$ cat config.mk
export PLATFORM = sky130hd
export DESIGN_NAME = aes_key_sync_dispatcher_flat
export DESIGN_NICKNAME = d
export VERILOG_FILES = /design/src/rtl/aes_key_sync_dispatcher_if.sv /design/src/rtl/aes_key_sync_dispatcher.sv /design/src/flat_wrapper.sv
export SDC_FILE = /design/constraint.sdc
export NUM_CORES = 1
export LEC_CHECK = 0
export CORE_MARGIN = 2
export CORE_UTILIZATION = 46
export CTS_BUF_LIST = sky130_fd_sc_hd__clkbuf_2
export DETAILED_ROUTE_END_ITERATION = 12
export GPL_TIMING_DRIVEN = 0
export PLACE_DENSITY_LB_ADDON = 0.25
export SYNTH_ARGS = -nofsm -noshare
export SYNTH_HDL_FRONTEND = slang
export SYNTH_SLANG_ARGS = --single-unit
$ cat constraint.sdc
create_clock -name clk -period 3.6 [get_ports clk]
set_input_delay 0.36 -clock clk [delete_from_list [all_inputs] [get_ports clk]]
set_output_delay 0.36 -clock clk [all_outputs]
set_load 0.02 [all_outputs]
$ cat src/rtl/aes_key_sync_dispatcher_if.sv
// dvr_key_if: key + sync block handoff toward the AES encryptor.
// Ports: valid/key/sync from master, rdy from slave.
interface dvr_key_if #(
    parameter int W = 128
);
    logic         valid;
    logic         rdy;
    logic [W-1:0] key;
    logic [W-1:0] sync;

    modport master (output valid, output key, output sync, input rdy);
    modport slave  (input valid, input key, input sync, output rdy);
endinterface

$ cat src/rtl/aes_key_sync_dispatcher.sv
// aes_key_sync_dispatcher: offers {key, sync} to the encryptor once per message.
// Ports: clk, rst (sync active-low), cfg_valid/cfg_key/cfg_iv/cfg_rdy load path,
//        msg_done end-of-message pulse, key_and_sync master port,
//        msgs_keyed, exhausted, protocol_err status.
module aes_key_sync_dispatcher #(
    parameter int DATA_WIDTH_IN_BYTES = 16,
    parameter int CNT_WIDTH           = 32,
    parameter int MAX_MSGS            = 1024
) (
    input  logic                             clk,
    input  logic                             rst,
    input  logic                             cfg_valid,
    input  logic [8*DATA_WIDTH_IN_BYTES-1:0] cfg_key,
    input  logic [8*DATA_WIDTH_IN_BYTES-1:0] cfg_iv,
    output logic                             cfg_rdy,
    input  logic                             msg_done,
    dvr_key_if.master                        key_and_sync,
    output logic [CNT_WIDTH-1:0]             msgs_keyed,
    output logic                             exhausted,
    output logic                             protocol_err
);
    localparam int W     = 8 * DATA_WIDTH_IN_BYTES;
    localparam int IDX_W = $clog2(MAX_MSGS + 1);

    localparam logic [IDX_W-1:0] MAX_IDX = IDX_W'(MAX_MSGS);
    // Selects the per-message counter field at the bottom of sync.
    localparam logic [W-1:0] LO_MASK = {W{1'b1}} >> (W - CNT_WIDTH);

    typedef enum logic [1:0] {
        IDLE,
        OFFER,
        WAIT_MSG_END,
        EXHAUSTED
    } state_t;

    state_t               state_q;
    logic [W-1:0]         key_q;
    logic [W-1:0]         iv_q;
    logic [IDX_W-1:0]     idx_q;
    logic                 valid_q;
    logic                 cfg_rdy_q;
    logic [W-1:0]         key_out_q;
    logic [W-1:0]         sync_out_q;
    logic [CNT_WIDTH-1:0] keyed_q;
    logic                 exh_q;
    logic                 perr_q;

    logic                 cfg_take;
    logic [W-1:0]         key_d;
    logic [W-1:0]         iv_d;
    logic [IDX_W-1:0]     idx_d;
    logic                 offer_d;

    // The counter field wraps on its own; bits above it never see a carry.
    function automatic logic [W-1:0] sync_for(input logic [W-1:0]     iv,
                                              input logic [IDX_W-1:0] idx);
        logic [W-1:0] sum;
        sum = iv + W'(idx);
        return (iv & ~LO_MASK) | (sum & LO_MASK);
    endfunction

    // A load in the same cycle as msg_done must feed the very next offer.
    always_comb begin
        cfg_take = cfg_valid & cfg_rdy_q;
        key_d    = cfg_take ? cfg_key : key_q;
        iv_d     = cfg_take ? cfg_iv  : iv_q;
        idx_d    = cfg_take ? '0      : idx_q;
        offer_d  = 1'b0;
        case (state_q)
            IDLE:         offer_d = cfg_take;
            EXHAUSTED:    offer_d = cfg_take;
            WAIT_MSG_END: offer_d = msg_done && (idx_d < MAX_IDX);
            default:      offer_d = 1'b0;
        endcase
    end

    always_ff @(posedge clk) begin
        if (!rst) begin
            state_q    <= IDLE;
            key_q      <= '0;
            iv_q       <= '0;
            idx_q      <= '0;
            valid_q    <= 1'b0;
            cfg_rdy_q  <= 1'b1;
            key_out_q  <= '0;
            sync_out_q <= '0;
            keyed_q    <= '0;
            exh_q      <= 1'b0;
            perr_q     <= 1'b0;
        end else begin
            key_q <= key_d;
            iv_q  <= iv_d;
            idx_q <= idx_d;
            if (cfg_take) keyed_q <= '0;
            if (msg_done && state_q != WAIT_MSG_END) perr_q <= 1'b1;

            if (state_q == OFFER && key_and_sync.rdy) begin
                idx_q     <= idx_q + IDX_W'(1);
                keyed_q   <= keyed_q + CNT_WIDTH'(1);
                valid_q   <= 1'b0;
                cfg_rdy_q <= 1'b1;
                state_q   <= WAIT_MSG_END;
            end

            if (state_q == WAIT_MSG_END && msg_done && !offer_d) begin
                exh_q   <= 1'b1;
                state_q <= EXHAUSTED;
            end

            if (offer_d) begin
                state_q    <= OFFER;
                valid_q    <= 1'b1;
                cfg_rdy_q  <= 1'b0;
                exh_q      <= 1'b0;
                key_out_q  <= key_d;
                sync_out_q <= sync_for(iv_d, idx_d);
            end
        end
    end

    assign key_and_sync.valid = valid_q;
    assign key_and_sync.key   = key_out_q;
    assign key_and_sync.sync  = sync_out_q;
    assign cfg_rdy            = cfg_rdy_q;
    assign msgs_keyed         = keyed_q;
    assign exhausted          = exh_q;
    assign protocol_err       = perr_q;
endmodule

$ cat src/flat_wrapper.sv
// flat-port wrapper written by rule: the top's interface ports become plain ports
module aes_key_sync_dispatcher_flat 
#(
    parameter int DATA_WIDTH_IN_BYTES = 16,
    parameter int CNT_WIDTH           = 32,
    parameter int MAX_MSGS            = 1024
)
  (clk, rst, cfg_valid, cfg_key, cfg_iv, cfg_rdy, msg_done, msgs_keyed, exhausted, protocol_err, key_and_sync_valid, key_and_sync_key, key_and_sync_sync, key_and_sync_rdy);
  dvr_key_if #(.W((128))) key_and_sync_i ();
  input  logic clk;
  input  logic rst;
  input  logic cfg_valid;
  input  logic [8*DATA_WIDTH_IN_BYTES-1:0] cfg_key;
  input  logic [8*DATA_WIDTH_IN_BYTES-1:0] cfg_iv;
  output logic cfg_rdy;
  input  logic msg_done;
  output logic [CNT_WIDTH-1:0] msgs_keyed;
  output logic exhausted;
  output logic protocol_err;
  output wire logic [$bits(key_and_sync_i.valid)-1:0] key_and_sync_valid;
  output wire logic [$bits(key_and_sync_i.key)-1:0] key_and_sync_key;
  output wire logic [$bits(key_and_sync_i.sync)-1:0] key_and_sync_sync;
  input wire logic [$bits(key_and_sync_i.rdy)-1:0] key_and_sync_rdy;
  assign key_and_sync_valid = key_and_sync_i.valid;
  assign key_and_sync_key = key_and_sync_i.key;
  assign key_and_sync_sync = key_and_sync_i.sync;
  assign key_and_sync_i.rdy = key_and_sync_rdy;
  aes_key_sync_dispatcher #(.DATA_WIDTH_IN_BYTES(DATA_WIDTH_IN_BYTES), .CNT_WIDTH(CNT_WIDTH), .MAX_MSGS(MAX_MSGS)) u_core (.clk(clk), .rst(rst), .cfg_valid(cfg_valid), .cfg_key(cfg_key), .cfg_iv(cfg_iv), .cfg_rdy(cfg_rdy), .msg_done(msg_done), .key_and_sync(key_and_sync_i), .msgs_keyed(msgs_keyed), .exhausted(exhausted), .protocol_err(protocol_err));
endmodule
; ---- Word-level counts from Yosys, hierarchy flattened
; Cells that the tools add are included.
[word_totals]
in_bits = 261
regBits = 561
word_cells = 50
[op_classes]
reduce_logical = 13
mux = 14
n_eq_ne = 4
bitwise = 3
add_sub_neg = 3
magnitude_cmp = 1
[ops]
columns = cell, n
row1 = 128-bit two-way mux, 2
row2 = 128-bit by 32-bit OR with 128-bit output, 1
row3 = 32-bit two-way mux, 2
row4 = 32-bit by 1-bit adder with 32-bit output (second input constant), 1
row5 = 32-bit by 11-bit adder with 32-bit output, 1
row6 = 11-bit two-way mux, 2
row7 = 11-bit by 1-bit adder with 11-bit output (second input constant), 1
row8 = 11-bit < comparator (second input constant), 1
row9 = 2-bit nonzero test, 3
row10 = 1-bit logical AND, 5
row11 = 1-bit two-way mux, 5
row12 = 2-bit == test (second input constant), 2
row13 = 2-bit two-way mux, 2
row14 = 2-bit OR reduction, 2
row15 = 3-bit nonzero test, 1
row16 = 2-bit by 1-bit == test with 1-bit output (second input constant), 1
row17 = 2-bit logical NOT, 1
row18 = 2-bit != test (second input constant), 1
row19 = 1-bit case mux with 2 select lines, 1
row20 = 1-bit bitwise AND, 1
row21 = 1-bit logical NOT, 1
row22 = 1-bit NOT, 1

; ---- Depth between registers and ports, before layout
[logic_depth]
word_depth = 9
depth_mapped = 17

; ---- Worst setup path after synthesis
; Ideal clock, no wire load.
[synth_timing]
path_kind = reg2reg
from = register u_core.cfg_rdy_q, in the netlist u_core.cfg_rdy
to = register u_core.sync_out_q[22], in the netlist u_core.key_and_sync.sync[22]
arrival_time_ns = 3.454
period_less_slack_ns = 3.579
setup_ns = 0.126
n_path_buf = 4
setup_slack_ns = 0.021
stages_incl_launch_ff = 17
required_ns = 3.474
path_cell_list = dfxtp_1 -> and2_4 -> buf_6 -> buf_6 -> buf_2 -> buf_1 -> nand2_1 -> nand2_1 -> ha_1 -> inv_1 -> fa_1 -> nor2b_1 -> o2111ai_1 -> a21o_1 -> a211oi_1 -> nand3b_1 -> nand4_1
[synth_lines]
columns = element, line_no
row1 = "start, declared", aes_key_sync_dispatcher.sv:41  ; logic cfg_rdy_q;
row2 = "start signal, assigned", aes_key_sync_dispatcher.sv:84  ; cfg_rdy_q <= 1'b1;
row3 = "start signal, assigned", aes_key_sync_dispatcher.sv:101  ; cfg_rdy_q <= 1'b1;
row4 = "start signal, assigned", aes_key_sync_dispatcher.sv:113  ; cfg_rdy_q <= 1'b0;
row5 = 1-bit bitwise AND, aes_key_sync_dispatcher.sv:64  ; cfg_take = cfg_valid & cfg_rdy_q;
row6 = 128-bit two-way mux, aes_key_sync_dispatcher.sv:66  ; iv_d = cfg_take ? cfg_iv : iv_q;
row7 = via u_core.iv_d[0], aes_key_sync_dispatcher.sv:50  ; logic [W-1:0] iv_d;
row8 = 32-bit by 11-bit adder with 32-bit output, aes_key_sync_dispatcher.sv:58  ; sum = iv + W'(idx);
row9 = 128-bit by 32-bit OR with 128-bit output, aes_key_sync_dispatcher.sv:59  ; return (iv & ~LO_MASK) | (sum & LO_MASK);
row10 = "end signal, assigned", aes_key_sync_dispatcher.sv:116  ; sync_out_q <= sync_for(iv_d, idx_d);
row11 = "end, declared", aes_key_sync_dispatcher.sv:43  ; logic [W-1:0] sync_out_q;
; The timed path passes the listed nets, and every way through them passes these cells.
; A chain may end at the register's enable or synchronous reset.

; ---- Worst setup path in the final report
[layout_timing]
from = register u_core.cfg_rdy_q, in the netlist u_core.cfg_rdy
to = register u_core.sync_out_q[30], in the netlist u_core.key_and_sync.sync[30]
[layout_between]
elab_chain_len = 5
[layout_rtl]
columns = element, line_no
row1 = 1-bit bitwise AND *, aes_key_sync_dispatcher.sv:64
row2 = branches (longest 4 deep; another with 32-bit by 11-bit adder with 32-bit output), --
; Mark *: on every way between the ends.

==> flow_summary.json <==
{
  "first_global_vias": 22200,
  "totalWireLength_mm": 79.4,
  "grt_antenna_before_repair": 5,
  "synth_top_cells_by_count": "dfxtp_1 (561), nor2_1 (508), mux2i_1 (247)",
  "cp_data_required_time_ns": 4.73,
  "track_usage": 0.326,
  "syn_to_final_growth_pct": 48.4,
  "async_reset_ff_frac": 0,
  "crit_chain": "nand2_2 > buf_6 > buf_12 > clkbuf_2 > and2_1 > ha_1 > inv_1 > fa_1 > nor2b_2 > o2111ai_1 > a21oi_2 > nor2_1 > o311ai_0 > o311ai_1",
  "worstSetupEndpointType": "flop",
  "syn_avg_cell_area_sq_um": 9.52,
  "yosysSeqAreaShare": 0.532,
  "rsz0062_at_grt": "false",
  "min_period_ns": 3.40,
  "core_area_sq_mm": 0.0454,
  "final_cell_area_sq_mm": 0.0313,
  "grt_pass1_wl_mm": 121,
  "worst_path_largest_cell_delay_ns": 0.42,
  "powerDensity_mw_per_mm2": 659,
  "hpwl_mm": 53.2,
  "synthTopCellsByArea": "dfxtp_1 (53%), mux2i_1 (12%), nor2_1 (9.0%)",
  "min_path_type": "in2reg",
  "grt_max_degree": 20,
  "drt_iter0_drc": 1365,
  "synth_area_sq_mm": 0.0211,
  "synth.top_cell.area_share": 0.532,
  "syn_nets": 2497,
  "yosysWarnings": 0,
  "port_buffers": 552,
  "tightest_slew_ns": 0.940,
  "yosys.area.top_type": "dfxtp_1",
  "fin_ws_ns": 0.203,
  "cp_slowest_cell": "fa_1",
  "crit_arrival_ns": 4.53,
  "synth-seq-cells": 561,
  "setup_viol": 0,
  "finalMaxSlewViolations": 0,
  "wire_per_inst_um": 20.5,
  "yosysUniqueCellTypes": 65,
  "fmax_ghz": 0.294,
  "start_util": 0.465,
  "io-pin-count": 553,
  "drv_cap": 0,
  "clock-sinks": 561,
  "postPlaceCellArea_sq_mm": 0.0274,
  "postSynthCellCount": 2219,
  "drive_gt1_frac": 0.0976,
  "fin_crit_sh": 0.944,
  "clk_pin_slew_worst_paths_ns": 0.09,
  "drt_first_pass_iters": 5,
  "crit_fanout": 19,
  "overflow": 0,
  "post-route-drc-count": 0,
  "vias_per_cell": 5.45,
  "cts-root-buf": "clkbuf_2",
  "dp_slack_ns": -1.65,
  "num_rows": 78,
  "num_vias": 21100,
  "synth_most_common_cell": "dfxtp_1",
  "worstSetupPathType": "reg2reg",
  "finish.utilization": 0.691,
  "clock_path_buffers": 3,
  "ys_dominant_reg_cell": "dfxtp_1",
  "cp-start-kind": "flop",
  "ir_drop_mv": 0.405,
  "h-tree-depth": 4,
  "die_h_um": 218,
  "gp_congestion": 0.927,
  "clock_latency_ns": 1.32,
  "p_leak_nw": 12.8,
  "numCtsBuffers": 144,
  "ant_nets": 0,
  "cts_tree": "built",
  "outcome": "finished clean",
  "hold_viol": 0,
  "dieArea_sq_mm": 0.0476,
  "nets": 3457,
  "slew-limit-headroom": 0.374,
  "fin_skew_ns": 0.0796,
  "dieWidth_um": 218,
  "synth-edff-count": 0
}
-- metal layers --
| layer | GRT usage | vias to the layer above | wire [um] |
|---|---|---|---|
| met5 | 0 | - | 0 |
| met4 | 0.182 | 0 | 3790 |
| met3 | 0.101 | 251 | 6900 |
| met2 | 0.550 | 988 | 38200 |
| met1 | 0.366 | 10100 | 30600 |
| li1 | - | 9786 | - |
-- repair_timing --
item                                   CTS  global route
cloned                                   0             0
setup buffers                            4             0
endpoints found under the hold margin  511             0
gates resized for setup                  9            12
pin swaps                                2             1
setup endpoints to repair               21             9
hold buffers                           260             0
-- stage by stage --
step                std cells  power (mW)  hold WS [ns]  TNS [ns]
finish                   3878        20.7         0.159         0
global route             3874        21.6         0.171         0
CTS                      3870        20.4        0.0231         0
detailed placement       3371        15.9         0.450    -26.08
global placement         3371        15.7         0.443    -24.80
floorplan                2219        12.3         0.444         0
-- cells by family (layout without fill, tap and decap cells) --
group / count (synthesis) / after routing / share of synthesized area
other: 0 / 8 / 0
flip-flops: 561 / 561 / 0.532
AND/OR/NAND/NOR: 814 / 814 / 0.165
XOR/XNOR: 14 / 14 / 0.00581
adder cells (fa/ha/maj): 17 / 17 / 0.0104
AO/OA/AOI/OAI: 377 / 377 / 0.128
buffers and inverters: 179 / 1230 / 0.0369
multiplexers: 257 / 257 / 0.122
-- path summary, 6_finish.rpt --
check	startpoint	to	slack (ns)	cells after the start
worst min register to register	u_core.key_and_sync.sync[0]	u_core.key_and_sync.sync[0]	0.46	2
worst max register to register	u_core.cfg_rdy	u_core.key_and_sync.sync[30]	0.20	14
worst min-delay path	cfg_iv[20]	u_core.key_and_sync.sync[22]	0.16	6
worst max-delay path	u_core.cfg_rdy	u_core.key_and_sync.sync[30]	0.20	14
-- cells in the final DEF, fill, tap and decap left out, drive strengths merged, types with 3 or more instances in the layout --
master and instances:
dlygate4sd3 260, a21oi 52, and4 3, a21o 7, a21boi 4, o311ai 14
nand2b 4, inv 14, ha 16, nand3 69, or2 7, mux2 10
nand4b 3, a211oi 228, buf 76, or3 10, bufinv 3, nor3 13
nand4 25, and3 16, nor2b 6, xnor2 7, nand2 115, xor2 7
diode 8, clkbuf 298, clkdlybuf4s50 552, nor2 508, dfxtp 561, nor4 6
a31oi 11, clkinv 27, mux2i 247, o21ai 23, and2 17, o211ai 13
or4 6, o21a 4
-- report_power, final --
part	switching (mW)	total [mW]	internal [mW]
registers	0.695	8.15	7.46
logic	4.76	8.13	3.37
clock network	2.65	4.37	1.72
total	8.11	20.7	12.5
-- final cells by class --
cell class              instances  area [sq um]
well taps                     600           751
diodes                          8          20.0
fillers                      3381         14000
repair buffers                816          8180
clock inverters                33           209
clock buffers                 204          1020
flip-flops and latches        561         11200
plain buffers                 166           763
multi-input cells            1479          9130
inverters                      11          41.3
-- sequential cells by signal, indices dropped and copies added (netlist names) --
name                       flops
u_core.iv_q                  128
u_core.key_and_sync.key      128
u_core.key_and_sync.sync     128
u_core.key_q                 128
u_core.msgs_keyed             32
u_core.idx_q                  11
u_core.state_q                 2
u_core.cfg_rdy                 1
u_core.exhausted               1
u_core.key_and_sync.valid      1
u_core.protocol_err            1
-- worst max-delay path, delay by kind of cell (launching register included) --
kind / cells / cell delay, ns
AO/OA/AOI/OAI: 4 / 1.01
buffers and inverters: 4 / 0.66
AND/OR/NAND/NOR: 4 / 0.59
adder cells (fa/ha/maj): 2 / 0.58
flip-flops: 1 / 0.35
No activity file was read; power rests on OpenSTA's default activity.
